--- src/rtl/gpu_cmd_pkg.sv ---
// gpu_cmd_pkg: command word field layout and type/target codes shared by the GPU command path.
package gpu_cmd_pkg;
   localparam int TYPE_W = 2;
   localparam int MEM_W  = 2;
   // Fields are placed from the command MSB down: type at [CMD_W-1 -: TYPE_W], memory target just below.
   localparam int TYPE_OFS = 1;
   localparam int MEM_OFS  = 3;
   localparam logic [TYPE_W-1:0] CMD_RESET = 2'b00;
   localparam logic [TYPE_W-1:0] CMD_READ  = 2'b01;
   localparam logic [TYPE_W-1:0] CMD_WRITE = 2'b10;
   localparam logic [TYPE_W-1:0] CMD_RSVD  = 2'b11;
   localparam logic [MEM_W-1:0]  MEM_RAM   = 2'b00;
   localparam logic [MEM_W-1:0]  MEM_FLASH = 2'b01;
   localparam logic [MEM_W-1:0]  MEM_VRAM  = 2'b10;
   localparam logic [MEM_W-1:0]  MEM_REG   = 2'b11;
endpackage

--- src/rtl/cmd_fifo.sv ---
// cmd_fifo: synchronous FIFO with independent occupancy counter; a full FIFO refuses pushes even on a pop edge.
module cmd_fifo #(
   parameter int W     = 32,
   parameter int DEPTH = 8,
   localparam int AW   = $clog2(DEPTH),
   localparam int LW   = AW + 1
) (
   input  logic          clk,
   input  logic          rst,
   input  logic          push_i,
   input  logic          pop_i,
   input  logic [W-1:0]  wdata_i,
   output logic [W-1:0]  rdata_o,
   output logic [LW-1:0] level_o,
   output logic          full_o,
   output logic          empty_o
);
   logic [W-1:0]  mem_q [DEPTH];
   logic [AW-1:0] wr_ptr_q, rd_ptr_q;
   logic [LW-1:0] level_q, level_d;
   logic          wr_en, rd_en;
   assign full_o  = level_q == LW'(DEPTH);
   assign empty_o = level_q == '0;
   assign wr_en   = push_i && !full_o;
   assign rd_en   = pop_i && !empty_o;
   assign level_d = level_q + LW'(wr_en) - LW'(rd_en);
   assign rdata_o = mem_q[rd_ptr_q];
   assign level_o = level_q;
   always_ff @(posedge clk) if (wr_en) mem_q[wr_ptr_q] <= wdata_i;
   always_ff @(posedge clk or posedge rst) begin
      if (rst) begin
         wr_ptr_q <= '0;
         rd_ptr_q <= '0;
         level_q  <= '0;
      end else begin
         if (wr_en) wr_ptr_q <= wr_ptr_q + AW'(1);
         if (rd_en) rd_ptr_q <= rd_ptr_q + AW'(1);
         level_q <= level_d;
      end
   end
endmodule

--- src/rtl/command_queue_ctrl.sv ---
// command_queue_ctrl: command FIFO in front of the GPU with registered issue and block-offset run tagging.
// Define CMD_FILTER_EN to pop reserved-type commands without issuing them.
module command_queue_ctrl
   import gpu_cmd_pkg::*;
#(
   parameter int CMD_W    = 16,
   parameter int DATA_W   = 16,
   parameter int DEPTH    = 8,
   parameter int OFFSET_W = 12
) (
   input  logic                   pipelineClk,
   input  logic                   rst,
   input  logic                   inValid,
   input  logic [CMD_W-1:0]       inCommand,
   input  logic [DATA_W-1:0]      inData,
   input  logic                   gpuBusy,
   output logic                   inReady,
   output logic                   gpuValid,
   output logic [CMD_W-1:0]       gpuCommand,
   output logic [DATA_W-1:0]      gpuData,
   output logic [OFFSET_W-1:0]    gpuOffset,
   output logic [$clog2(DEPTH):0] level,
   output logic                   overflow
);
   logic [CMD_W+DATA_W-1:0] head;
   logic [CMD_W-1:0]        head_cmd;
   logic                    full, empty, pop, drop, issue, run;
   logic                    valid_q, last_vld_q, ovf_q;
   logic [CMD_W-1:0]        cmd_q;
   logic [DATA_W-1:0]       data_q;
   logic [OFFSET_W-1:0]     offset_q;
   cmd_fifo #(.W(CMD_W + DATA_W), .DEPTH(DEPTH)) u_fifo (
      .clk     (pipelineClk),
      .rst     (rst),
      .push_i  (inValid),
      .pop_i   (!gpuBusy),
      .wdata_i ({inCommand, inData}),
      .rdata_o (head),
      .level_o (level),
      .full_o  (full),
      .empty_o (empty)
   );
   assign head_cmd = head[CMD_W+DATA_W-1:DATA_W];
   assign pop      = !gpuBusy && !empty;
`ifdef CMD_FILTER_EN
   assign drop = head_cmd[CMD_W-1 -: TYPE_W] == CMD_RSVD;
`else
   assign drop = 1'b0;
`endif
   assign issue = pop && !drop;
   // gpuCommand only changes on issue, so it doubles as the last-issued command for run tracking.
   assign run   = last_vld_q && head_cmd == cmd_q;
   always_ff @(posedge pipelineClk or posedge rst) begin
      if (rst) begin
         valid_q    <= 1'b0;
         last_vld_q <= 1'b0;
         ovf_q      <= 1'b0;
         cmd_q      <= '0;
         data_q     <= '0;
         offset_q   <= '0;
      end else begin
         valid_q <= issue;
         if (issue) begin
            cmd_q      <= head_cmd;
            data_q     <= head[DATA_W-1:0];
            offset_q   <= run ? offset_q + OFFSET_W'(1) : '0;
            last_vld_q <= 1'b1;
         end
         if (inValid && full) ovf_q <= 1'b1;
      end
   end
   assign inReady    = !full;
   assign gpuValid   = valid_q;
   assign gpuCommand = cmd_q;
   assign gpuData    = data_q;
   assign gpuOffset  = offset_q;
   assign overflow   = ovf_q;
endmodule

--- config.mk ---
export PLATFORM = sky130hd
export DESIGN_NAME = command_queue_ctrl
export DESIGN_NICKNAME = d
export VERILOG_FILES = /design/src/rtl/gpu_cmd_pkg.sv /design/src/rtl/cmd_fifo.sv /design/src/rtl/command_queue_ctrl.sv
export SDC_FILE = /design/constraint.sdc
export NUM_CORES = 1
export LEC_CHECK = 0
export CORE_MARGIN = 2
export CORE_UTILIZATION = 58
export DETAILED_ROUTE_END_ITERATION = 10
export PLACE_DENSITY = 0.79
export SLEW_MARGIN = 20
export SYNTH_ARGS = -nofsm -noshare
export SYNTH_HDL_FRONTEND = slang
export SYNTH_SLANG_ARGS = --single-unit
--- constraint.sdc ---
create_clock -name pipelineClk -period 4.5 [get_ports pipelineClk]
set_clock_uncertainty 0.2 [all_clocks]
set_input_delay 0.45 -clock pipelineClk [delete_from_list [all_inputs] [get_ports pipelineClk]]
set_output_delay 0.45 -clock pipelineClk [all_outputs]
set_load 0.02 [all_outputs]
==> flow_summary.yaml, run 1 <==
timing:
  relSlewSlack: 0.3455
  slew_violations: 0
  rsz0062_at_grt: "no"
  holdWs_ps: 124.2
  fmax_ghz: 0.2776
  hold_viol: 0
  max_slew.worst_pin.slew_ps: 981.7
  setup_viol: 0
  fin_crit_ps: 3602
  tns_ps: 0
  period_share: 0.8004
synthesis:
  synth_seq_area_share: 0.7380
  syn-cell-area_um2: 12350
  synth-edff-count: 256
  ys_warn_count: 0
  synth_cell_type_count: 44
  syn_nets: 734
  syn_inst: 688
  synth_seq_cells: 313
  synth_top_area_frac: 0.6225
  synth_area_leader_cell: "edfxtp_1"
  synth-main-ff-cell: "edfxtp_1"
  async_flop_share: 0.1821
  yosys-top-cells-area: "edfxtp_1, dfrtp_1, mux4_2, mux2i_1, nand2_1"
  avgSynthCellArea_um2: 17.95
layout:
  area_growth_pct: 17.03
  final_common_cell: "edfxtp_1"
  drive_gt1_frac: 0.1523
  stdcell_area_um2: 14450
  most-common-layout-cells: "edfxtp_1, clkdlybuf4s50_1, nand2_1, dfrtp_1, mux2i_1"
  instances_no_fill: 1090
  final_nets: 838
power_and_ir_drop:
  pwr-share-clk: 0.241
  seq_power_share: 0.456
  p_switching_mw: 2.911
  combPwrFrac: 0.303
  swShare: 0.3179
  p_leak_nw: 5.070
  power.density_nw_per_um2: 633.7
  ir_drop_mv: 0.4224
  p_int_mw: 6.247
flow_run:
  drv_cap: 0
placement:
  placed_area_um2: 13600
  globalplace.congestion: 0.8358
  io_buffers: 86
  dp.cells: 1036
  dp_hpwl_um: 14120
global_routing:
  grt.overflow.total: 0
  grt_pass1_wl_um: 36670
  grt_use_total: 0.2180
  grt_start_max_net_pins: 65
  antenna_found_initial: 1
  grt_pass1_vias: 6481
die:
  die-area_um2: 22470
  rows: 53
  initial_core_util: 0.5893
  die_y_um: 149.9
  io_pins: 87
  core_um2: 20960
  dieWidth_um: 149.9
setup_path:
  crit_required_ps: 4760
  start_kind: "flip-flop"
  r2r_cells: 8
  critical_path_arrival_ps: 3860
  cp-end-kind: "flip-flop"
  cp_max_fo: 33
  worst-setup-path-type: "reg2reg"
run_status:
  status: "finished, final reports clean"
route:
  drt_iter0_drc: 432
  drc: 0
  wl_um: 23960
  drt_pass1_iterations: 5
  wl_per_cell_um: 21.98
  detail_route.vias_per_cell: 5.917
  via_count: 6449
  postRouteAntennaNets: 0
min_path:
  min_path_type: "in2async"
cts:
  htreeDepth: 1
  post_cts_buffers: 0
  tritoncts: "built"
  numCtsBuffers: 29
  hold_buffers: 0
  clock_path_buffers: 3
  path_clk_slew_ps: 70
  cts-root-buf: "clkbuf_16"
  ctsResizeCount: 0
  cts.sinks: 313
  clk_latency_ps: 540
==> per-layer routing <==
layer | track usage | routed length, µm | share of wire | vias to the layer above
met5 | 0 | 0 | 0 | -
met4 | 0.04575 | 371 | 0.015 | 0
met3 | 0.03476 | 1567 | 0.065 | 32
met2 | 0.3687 | 12010 | 0.50 | 215
met1 | 0.3059 | 10020 | 0.42 | 3313
li1 | - | - | - | 2889
==> worst max-delay path, cell delays in order, from the launching register on <==
cell	delay (ps)
dfrtp_2	950
buf_4	410
mux4_1	600
nor2b_1	190
or3_1	140
nand4_1	110
nor4_4	510
nand4_2	200
o22ai_1	220
==> power by group through the flow <==
| stage | Clock (mW) | Sequential (mW) | Combinational [mW] |
|---|---|---|---|
| 4_1_cts | 2.24 | 4.20 | 2.80 |
| 6_report | 2.21 | 4.18 | 2.77 |
| 5_1_grt | 2.35 | 4.26 | 2.98 |
| 3_3_place_gp | 0 | 4.20 | 2.71 |
| 3_5_place_dp | 0 | 4.25 | 2.79 |
| 2_1_floorplan | 0 | 4.15 | 1.87 |
==> area by class of cell <==
class	count	area [µm²]
repair buffers	101	985.9
clock inverters	11	60.06
fillers	1330	6502
diodes	1	2.502
flip-flops and latches	313	9120
inverters	15	56.30
clock buffers	42	794.5
well taps	275	344.1
multi-input cells	332	3089
==> registers in the layout, indices dropped and copies added, names as in the netlist <==
| signal | count |
|---|---|
| u_fifo.level_o | 4 |
| gpuData | 16 |
| gpuValid | 1 |
| u_fifo.mem_q | 256 |
| gpuCommand | 16 |
| u_fifo.rd_ptr_q | 3 |
| u_fifo.wr_ptr_q | 3 |
| gpuOffset | 12 |
| overflow | 1 |
| last_vld_q | 1 |
==> cell usage after synthesis (all sizes together) (11+ instances only) <==
library cell,number
edfxtp,256
nand2,76
dfrtp,57
mux4,50
mux2i,45
o21ai,33
buf,19
nor2,16
inv,14
xor2,11
==> logic make-up (layout without fill, tap and decap cells) <==
group	after synthesis	in the layout	synth area share
AO/OA/AOI/OAI	67	67	0.03475
XOR/XNOR	17	17	0.01206
adder cells (fa/ha/maj)	10	10	0.01074
buffers and inverters	43	169	0.01641
flip-flops	313	313	0.7380
multiplexers	101	101	0.1350
other	0	1	0
AND/OR/NAND/NOR	137	137	0.05309
==> path summary, 6_finish.rpt <==
kind	endpoint	start	slack (ps)
min in group pipelineClk	overflow$_DFFE_PP0P_	overflow$_DFFE_PP0P_	260
worst min-delay path	gpuOffset[7]$_DFFE_PP0P_	rst	120
worst max-delay path	gpuOffset[2]$_DFFE_PP0P_	u_fifo.rd_ptr_q[1]$_DFFE_PP0P_	900
worst min register to register	overflow$_DFFE_PP0P_	overflow$_DFFE_PP0P_	260
max in group asynchronous	u_fifo.rd_ptr_q[0]$_DFFE_PP0P_	rst	3030
worst max register to register	gpuOffset[2]$_DFFE_PP0P_	u_fifo.rd_ptr_q[1]$_DFFE_PP0P_	900
==> metrics by stage <==
step / power [mW] / setup slack (ps) / util
3_3_place_gp: 6.913 / 995.3 / 0.6488
6_report: 9.158 / 898.1 / 0.6897
5_1_grt: 9.586 / 640.8 / 0.6896
4_1_cts: 9.240 / 860.5 / 0.6896
3_5_place_dp: 7.033 / 862.8 / 0.6488
2_1_floorplan: 6.020 / 346.0 / -
Note: power is estimated with default switching activity, not from simulation.
==> run 2, diff against run 1 <==
- CORE_UTILIZATION: 58 -> 53
- PLACE_DENSITY: 0.79 -> 0.76
- clock period: 4.5 -> 3.01 ns (I/O delays scaled with it)
==> flow_summary.yaml, run 2 (synthesized netlist as in run 1, its figures left out) <==
run_status:
  status: "finished, final reports clean"
global_routing:
  grt.overflow.total: 0
  grt_pass1_vias: 6604
  antenna_found_initial: 0
  grt_pass1_wl_um: 37720
  grt_start_max_net_pins: 58
  grt_use_total: 0.2024
flow_run:
  drv_cap: 0
setup_path:
  critical_path_arrival_ps: 3120
  cp-end-kind: "flip-flop"
  crit_required_ps: 3260
  cp_max_fo: 8
  worst-setup-path-type: "reg2reg"
  start_kind: "flip-flop"
route:
  drt_pass1_iterations: 5
  met2_wirelength_um: 12070
  wl_per_cell_um: 21.12
  detail_route.vias_per_cell: 5.631
  drt_iter0_drc: 501
  wl_um: 24350
  wl_met1_um: 10500
  postRouteAntennaNets: 0
  drc: 0
  wl_met3_um: 1427
  top_layer: "met4"
  via_count: 6492
timing:
  relSlewSlack: 0.5851
  fmax_ghz: 0.3486
  max_slew.worst_pin.slew_ps: 621.4
  slew_violations: 0
  period_share: 0.9531
  fin_crit_ps: 2869
  hold_viol: 0
  rsz0062_at_grt: "no"
  setup_viol: 0
layout:
  final_common_cell: "edfxtp_1"
  most-common-layout-cells: "edfxtp_1, clkdlybuf4s50_1, nand2_1, dfrtp_1, mux2i_1"
  area_growth_pct: 20.44
  drive_gt1_frac: 0.1810
  largest_reg_flops: 256
  instances_no_fill: 1153
  largest_register: "u_fifo.mem_q"
  stdcell_area_um2: 14870
  n_antenna_cell: 0
  final_nets: 863
power_and_ir_drop:
  p_total_mw: 14.28
  p_leak_nw: 5.262
  power.density_nw_per_um2: 959.9
  ir_drop_mv: 0.5662
placement:
  placed_area_um2: 13840
  globalplace.congestion: 0.8067
  dp.cells: 1090
  io_buffers: 86
  dp_hpwl_um: 14920
cts:
  clock_path_buffers: 3
  cts.sinks: 313
  cts-root-buf: "clkbuf_16"
  numCtsBuffers: 30
  path_clk_slew_ps: 60
  htreeDepth: 1
  clk_latency_ps: 540
  tritoncts: "built"
die:
  rows: 55
  initial_core_util: 0.5422
  core_um2: 22780
  die-area_um2: 24540
  io_pins: 87
  dieWidth_um: 156.6
  die_y_um: 156.6
min_path:
  min_path_type: "in2reg"
## run 2: path summary, 6_finish.rpt
kind | startpoint | end | slack [ps] | cells past startpoint
max reg2reg | u_fifo.rd_ptr_q[1]$_DFFE_PP0P_ | gpuOffset[4]$_DFFE_PP0P_ | 140 | 9
min reg2reg | overflow$_DFFE_PP0P_ | overflow$_DFFE_PP0P_ | 270 | 1
max in group asynchronous | rst | u_fifo.rd_ptr_q[1]$_DFFE_PP0P_ | 1340 | 4
min in group asynchronous | rst | u_fifo.wr_ptr_q[1]$_DFFE_PP0N_ | 530 | 3
min | inValid | overflow$_DFFE_PP0P_ | 240 | 2
max | u_fifo.rd_ptr_q[1]$_DFFE_PP0P_ | gpuOffset[4]$_DFFE_PP0P_ | 140 | 9
## run 2: routing by layer
| metal | vias to the layer above | GRT usage |
|---|---|---|
| li1 | 2945 | - |
| met1 | 3292 | 0.2841 |
| met2 | 225 | 0.3377 |
| met3 | 30 | 0.03379 |
| met4 | 0 | 0.04675 |
| met5 | - | 0 |
## run 2: power breakdown
part / internal, mW / total, mW / switching, mW
clock: 2.09 / 3.59 / 1.50
combinational: 2.20 / 4.72 / 2.52
sequential: 5.54 / 5.97 / 0.433
total: 9.83 / 14.3 / 4.45
## run 2: what timing repair did
item                                   CTS  global route
setup endpoints to repair                5             9
resized for setup                        0             1
buffers inserted                         4             3
endpoints found under the hold margin   23             0
hold buffers                             1             0
pin swaps                                2             0
gates cloned                             0             0
## run 2: area by class of cell
type,instances,area (µm²)
Clock buffer,44,874.6
Clock inverter,11,82.58
Fill cell,1520,7905
Inverter,15,56.30
Multi-Input combinational cell,332,3102
Sequential cell,313,9123
Tap cell,313,391.6
Timing Repair Buffer,125,1244
## run 2: stage by stage
step	setup TNS [ps]	worst slack [ps]	util	hold WS (ps)
5_1_grt	0	32.78	0.6530	231.6
6_report	0	141.2	0.6530	238.3
3_5_place_dp	-115.2	-60.03	0.6075	263.1
2_1_floorplan	-61860	-273.1	-	199.9
4_1_cts	0	97.48	0.6519	222.8
3_3_place_gp	0	88.61	0.6075	256.2
## run 2: worst max-delay path: stages, from the launching register on
cell     delay, ps
dfrtp_4        490
buf_4          160
mux4_1         560
mux2i_1        230
xor2_1         190
nand2_1        140
nor4_4         260
buf_4          200
nand4_2        130
o22ai_1        210
==> run 3, diff against run 2 <==
- SLEW_MARGIN: 20 -> unset
==> results of run 3 <==
The final DEF is identical to that of run 2; final timing and power are the same.
